<file path="src/rtl/chime_sequencer.sv">
// Doorbell chime source: synchronises and debounces the button, then plays a
// two-note ding-dong (tone A, then tone B with sel=1) followed by a rest.
// Optional CHIME_RETRIGGER_EN: a press while a note is playing restarts DING.
module chime_sequencer #(
  parameter int DIV_A    = 4,
  parameter int DIV_B    = 6,
  parameter int NOTE_LEN = 48,
  parameter int DEBOUNCE = 8
) (
  input  logic clk,
  input  logic rst_n,
  input  logic button,
  output logic a,
  output logic b,
  output logic sel,
  output logic busy
);

  localparam int DBW     = $clog2(DEBOUNCE + 1);
  localparam int NW      = $clog2(NOTE_LEN);
  localparam int DIV_MAX = (DIV_A > DIV_B) ? DIV_A : DIV_B;
  localparam int DW      = $clog2(DIV_MAX + 1);

  localparam logic [DBW-1:0] DB_LAST   = DBW'(DEBOUNCE - 1);
  localparam logic [NW-1:0]  NOTE_LAST = NW'(NOTE_LEN - 1);
  localparam logic [DW-1:0]  A_LAST    = DW'(DIV_A - 1);
  localparam logic [DW-1:0]  B_LAST    = DW'(DIV_B - 1);

  typedef enum logic [1:0] {
    IDLE = 2'd0,
    DING = 2'd1,
    DONG = 2'd2,
    REST = 2'd3
  } state_t;

  state_t         state;
  logic [1:0]     sync_q;
  logic           btn_s;
  logic           btn_db;
  logic           db_q;
  logic [DBW-1:0] db_cnt;
  logic [NW-1:0]  note_cnt;
  logic [DW-1:0]  div_cnt;
  logic           press;
  logic           retrig;
  logic           note_last;

  always_ff @(posedge clk or negedge rst_n) begin
    if (!rst_n) begin
      sync_q <= '0;
    end else begin
      sync_q <= {sync_q[0], button};
    end
  end

  assign btn_s = sync_q[1];

  // btn_db only follows btn_s after DEBOUNCE consecutive disagreeing cycles.
  always_ff @(posedge clk or negedge rst_n) begin
    if (!rst_n) begin
      btn_db <= 1'b0;
      db_cnt <= '0;
      db_q   <= 1'b0;
    end else begin
      db_q <= btn_db;
      if (btn_s != btn_db) begin
        if (db_cnt == DB_LAST) begin
          btn_db <= btn_s;
          db_cnt <= '0;
        end else begin
          db_cnt <= db_cnt + 1'b1;
        end
      end else begin
        db_cnt <= '0;
      end
    end
  end

  assign press     = btn_db & ~db_q;
  assign note_last = (note_cnt == NOTE_LAST);

`ifdef CHIME_RETRIGGER_EN
  assign retrig = press && ((state == DING) || (state == DONG));
`else
  assign retrig = 1'b0;
`endif

  always_ff @(posedge clk or negedge rst_n) begin
    if (!rst_n) begin
      state    <= IDLE;
      note_cnt <= '0;
      div_cnt  <= '0;
      a        <= 1'b0;
      b        <= 1'b0;
      sel      <= 1'b0;
      busy     <= 1'b0;
    end else if (retrig) begin
      state    <= DING;
      note_cnt <= '0;
      div_cnt  <= '0;
      a        <= 1'b0;
      b        <= 1'b0;
      sel      <= 1'b0;
      busy     <= 1'b1;
    end else begin
      case (state)
        IDLE: begin
          if (press) begin
            state    <= DING;
            note_cnt <= '0;
            div_cnt  <= '0;
            a        <= 1'b0;
            b        <= 1'b0;
            sel      <= 1'b0;
            busy     <= 1'b1;
          end
        end
        DING: begin
          if (note_last) begin
            state    <= DONG;
            note_cnt <= '0;
            div_cnt  <= '0;
            a        <= 1'b0;
            b        <= 1'b0;
            sel      <= 1'b1;
          end else begin
            note_cnt <= note_cnt + 1'b1;
            if (div_cnt == A_LAST) begin
              a       <= ~a;
              div_cnt <= '0;
            end else begin
              div_cnt <= div_cnt + 1'b1;
            end
          end
        end
        DONG: begin
          if (note_last) begin
            state    <= REST;
            note_cnt <= '0;
            div_cnt  <= '0;
            b        <= 1'b0;
            sel      <= 1'b0;
          end else begin
            note_cnt <= note_cnt + 1'b1;
            if (div_cnt == B_LAST) begin
              b       <= ~b;
              div_cnt <= '0;
            end else begin
              div_cnt <= div_cnt + 1'b1;
            end
          end
        end
        REST: begin
          // Presses here are dropped: the rest period always runs to completion.
          if (note_last) begin
            state    <= IDLE;
            note_cnt <= '0;
            busy     <= 1'b0;
          end else begin
            note_cnt <= note_cnt + 1'b1;
          end
        end
        default: begin
          state <= IDLE;
          busy  <= 1'b0;
        end
      endcase
    end
  end

endmodule

</file>
<file path="config.mk">
export PLATFORM = sky130hd
export DESIGN_NAME = chime_sequencer
export DESIGN_NICKNAME = d
export VERILOG_FILES = /design/src/rtl/chime_sequencer.sv
export SDC_FILE = /design/constraint.sdc
export NUM_CORES = 1
export LEC_CHECK = 0
export ABC_AREA = 1
export CORE_MARGIN = 2
export CORE_UTILIZATION = 38
export DETAILED_ROUTE_END_ITERATION = 6
export GPL_ROUTABILITY_DRIVEN = 0
export SYNTH_ARGS = -nofsm -noshare
export SYNTH_HDL_FRONTEND = slang
export SYNTH_SLANG_ARGS = --single-unit
</file>
<file path="constraint.sdc">
create_clock -name clk -period 2.5 [get_ports clk]
set_input_delay 0.5 -clock clk [delete_from_list [all_inputs] [get_ports clk]]
set_output_delay 0.5 -clock clk [all_outputs]
set_load 0.02 [all_outputs]
</file>
* Word-level counts from Yosys, hierarchy flattened
Index checks and enable logic that the tools add are counted.
** Word-level totals
- Flip-flop bits (word level) :: 23
- Bits of input ports :: 3
- Output and inout bits :: 4
- Word-level logic and storage cells :: 72
** Cells by class
- Add/sub/neg operators :: 3
- Eq/ne operators :: 14
- Muxes and demuxes :: 28
- Bitwise operators :: 4
- Reduce and logical (&&, ||, !) cells :: 12
** Operators with widths (count)
- $mux W3 :: 5
- $mux W6 :: 2
- $pmux W6 S2 :: 1
- $reduce_and A4 Y1 :: 3
- $pmux W3 S3 :: 1
- $mux W1 :: 8
- $mux W2 :: 4
- $mux W4 :: 2
- $ne A2 B2 Y1 const B :: 4
- $pmux W2 S4 :: 1
- $add A6 B1 Y6 const B :: 1
- $eq A6 B6 Y1 const B :: 1
- $ne A3 B3 Y1 const B :: 2
- $pmux W1 S3 :: 2
- $reduce_and A3 Y1 :: 2
- $add A4 B1 Y4 const B :: 1
- $eq A2 B2 Y1 const B :: 2
- $eq A4 B3 Y1 const B :: 1
- $pmux W1 S2 :: 2
- $reduce_and A2 Y1 :: 2
- $reduce_bool A2 Y1 :: 2
- $add A3 B1 Y3 const B :: 1
- $eq A3 B2 Y1 const B :: 1
- $eq A3 B3 Y1 const B :: 1
- other kinds (7) :: 9

* Longest topological paths before layout
- Depth after elaboration :: 4
- Mapped depth :: 9

* Worst setup path before layout
OpenSTA, ideal clock, no wires.
- Path type :: register to register
- Start :: reg state[0]
- End :: reg note_cnt[5]
- Library setup time :: 121 ps
- Arrival time :: 1185 ps
- Path slack :: 1193 ps
- Cell stages (with the launch flop) :: 10
- Clock period less this slack :: 1307 ps
- Cell sequence :: dfrtp_1 -> inv_1 -> ha_1 -> inv_1 -> a21oi_2 -> nor2_1 -> nand2_1 -> nand2_1 -> nand2_1 -> nor2_1
** On the way
- Word-level cells in the longest chain between the ends :: 3
- Elaborated cells on any way between the ends :: 7
** RTL lines
- from (decl) :: RTL line 36 : state_t state;
- from (signal assigned) :: RTL line 90 : state <= IDLE;
- from (signal assigned) :: RTL line 98 : state <= DING;
- from (signal assigned) :: RTL line 109 : state <= DING;
- $eq A2 B2 Y1 or $eq A2 B1 Y1 (tied branches) :: RTL line 106 : case (state)
- $reduce_or A3 Y1 (no source line)
- $pmux W6 S2 :: RTL line 106
- to (signal assigned) :: RTL line 127 : note_cnt <= note_cnt + 1'b1;
- to (signal assigned) :: RTL line 144 : note_cnt <= note_cnt + 1'b1;
- to (signal assigned) :: RTL line 160 : note_cnt <= note_cnt + 1'b1;
- to (decl) :: RTL line 42 : logic [NW-1:0] note_cnt;
Several ways; a longest one is shown, not always the timed one.
A chain may end at the register's enable or synchronous reset.

* Worst setup path in the final report
- Start :: reg b
- End :: out b
** RTL lines
- from (decl) :: RTL line 14 : output logic b,
- from (signal assigned) :: RTL line 146 : b <= ~b;
No word-level cell between the ends.

==> flow_metrics.env <==
export IMPL_layout_setup_ws_ns=0.686
export IMPL_route_detailed_drc=0
export IMPL_cts_hold_buffers=0
export IMPL_grt_pass1_vias=971
export IMPL_cts_root_buf="clkbuf_4"
export IMPL_core_region_area_mm2=0.00339
export IMPL_ys_seq_area_share_pct=42.0
export IMPL_fin_nets=188
export IMPL_wl_per_cell_um=10.1
export IMPL_drt_initial_drc_count=53
export IMPL_grt_util_all_layers_pct=12.8
export IMPL_ff2ff_setup_slack_ns=1.00
export IMPL_syn_nets=177
export IMPL_port_buffers=6
export IMPL_clk_insertion_delay_late_ns=0.30
export IMPL_fin_crit_sh_pct=72.6
export IMPL_overflow=0
export IMPL_cts_tree="built"
export IMPL_ys_types=24
export IMPL_status="finished, final reports clean"
export IMPL_numClockSinks=23
export IMPL_hold_viol=0
export IMPL_rows=21
export IMPL_crit_type="flip-flop to primary output"
export IMPL_grt_pass1_wl_um=4150
export IMPL_worst_hold_path_type="flip-flop to flip-flop"
export IMPL_maxCapViolCount=0
export IMPL_setup_viol=0
export IMPL_max_clock_freq_mhz=551
export IMPL_grt_setup_unrepaired="no"
export IMPL_r2r_start="state[1]"
export IMPL_endpoint_kind="primary output"
export IMPL_syn_area_mm2=0.00137
export IMPL_path_max_fanout=3
export IMPL_layout_drive_gt1_share_pct=16.9
export IMPL_start_kind="flip-flop"
export IMPL_fin_crit_ns=1.81
export IMPL_hold_path_depth=0
export IMPL_tightest_slew_ns=0.350
export IMPL_tns_ns=0
export IMPL_crit_required_ns=2.00
export IMPL_dr_pass1_iters=4
export IMPL_grt_max_degree=24
export IMPL_antenna_left=0
export IMPL_syn_inst=162
export IMPL_io_pin_count=7
export IMPL_crit_slowest_cell="clkdlybuf4s50_1"
export IMPL_crit_arrival_ns=1.31
export IMPL_htree_levels=1
export IMPL_dieArea_mm2=0.00410
export IMPL_skew_ns=0.00844
export IMPL_final_max_slew_viol_count=0
export IMPL_dpl_cell_area_mm2=0.00148
export IMPL_numCtsBuffers=3
export IMPL_vias=977
export IMPL_hold_path_endpoint="sync_q[1]"
export IMPL_cp_top_family="buffers and inverters"
export IMPL_power_total_w=0.00159
export IMPL_areaGrowthSynthToFinish_pct=10.2
export IMPL_power_density_mw_per_mm2=1050
export IMPL_mostFrequentLayoutCells="nand2_1, dfrtp_1, inv_1"
export IMPL_hold_start="sync_q[0]"
export IMPL_vdd_drop_max_mv=0.345
export IMPL_antenna_found_initial=0
export IMPL_syn_area_per_cell_um2=8.45
export IMPL_synth_largest_area_cell="dfrtp_1"
export IMPL_ys_warn_count=0
export IMPL_critPathBufInv=1
export IMPL_die_h_um=64.0
export IMPL_clkTransAtPathRegs_ns=0.12
export IMPL_max_slew_margin_rel_pct=76.7
export IMPL_worstReg2RegEnd="note_cnt[5]"
export IMPL_yosysTopAreaCellShare_pct=42.0
export IMPL_post_cts_resized=0
export IMPL_ctsLongestPathBuffers=2
export IMPL_via_per_inst=4.48
export IMPL_dp_hpwl_um=1760
export IMPL_post_route_cell_area_mm2=0.00151
export IMPL_p_leak_nw=0.776
export IMPL_routed_wl_um=2210
export IMPL_final_common_cell="nand2_1"
export IMPL_cts_setup_buffers=0
export IMPL_synth_seq_cells=23
export IMPL_dpl_worst_slack_ns=0.998
export IMPL_ys_top_cells_by_area="dfrtp_1, ha_1, nand2_1"
export IMPL_worstPathCellList="clkdlybuf4s50_1"
export IMPL_num_antenna_cells=0
export IMPL_r2r_cells=9
export IMPL_start_util_pct=40.4
export IMPL_die_x_um=64.0
export IMPL_cp_slowest_stage_delay_ns=0.61
-- worst max-delay path by stage --
stage | depth (start not counted) | end | slack (ns) | from
floorplan | 9 | note_cnt[5] | 1.19 | state[0]
finish | 1 | b | 0.69 | b
global route | 1 | b | 0.62 | b
detailed placement | 9 | note_cnt[5] | 1.0 | state[0]
CTS | 1 | b | 0.66 | b
global placement | 1 | b | 1.04 | b
-- flip-flops by register name, summed over array words and instances (netlist names) --
register and cells:
a 1, b 1, btn_db 1, busy 1, db_cnt 4, db_q 1, div_cnt 3, note_cnt 6
sel 1, state 2, sync_q 2
-- metal layers --
layer | GRT usage [%] | share of wire, % | vias to the layer above
met5 | 0 | 0 | -
met4 | 4.08 | 0.82 | 0
met3 | 2.64 | 1.9 | 2
met2 | 21.9 | 48 | 5
met1 | 16.1 | 50 | 447
li1 | - | - | 523
-- stage by stage --
step	std cells	hold slack, ns	utilization [%]
after floorplan	162	0.204	-
after global placement	214	0.337	43.7
after global routing	218	0.398	44.5
after detailed placement	214	0.339	43.7
after CTS	218	0.367	44.5
final	218	0.362	44.5
-- where the power goes --
| part | internal [W] | switching, W | total, W | leakage [nW] |
|---|---|---|---|---|
| Combinational | 0.000325 | 0.000517 | 0.000842 | 0.460 |
| Sequential | 0.000484 | 0.0000952 | 0.000579 | 0.302 |
| Clock | 0.0000621 | 0.000105 | 0.000168 | 0.0150 |
| Total | 0.000871 | 0.000718 | 0.00159 | 0.776 |
-- synthesized netlist by cell type --
cell / n
a21oi_1: 3
nand2_4: 2
nand2_1: 37
nand2_2: 8
dfrtp_1: 23
nor2_2: 5
nand3_2: 2
a21oi_2: 1
inv_2: 3
o21ai_4: 1
nor2_4: 2
ha_1: 12
nor2_1: 13
inv_1: 21
nand3b_1: 1
or2_2: 1
nand3_1: 14
o21ai_1: 2
mux2_1: 1
nor3_1: 3
buf_6: 1
xnor2_1: 2
xor2_1: 2
nand4_1: 2
-- final cells by class --
| class | instances | area, um^2 |
|---|---|---|
| inverters | 24 | 90.1 |
| multi-input cells | 114 | 692 |
| flip-flops and latches | 23 | 576 |
| well taps | 46 | 57.6 |
| clock buffers | 4 | 26.3 |
| fillers | 329 | 1880 |
| repair buffers | 7 | 67.6 |
-- cells by family after synthesis --
kind of cell | count (synthesis) | synth area share [%]
AOI/OAI and AO/OA | 7 | 3.66
xor gates and xnor gates | 4 | 2.56
adders and majority gates | 12 | 11.0
buffers and inverters | 25 | 7.40
DFF | 23 | 42.0
muxes | 1 | 0.823
and+or+nand+nor | 90 | 32.5
Note: power is estimated with default switching activity, not from simulation.
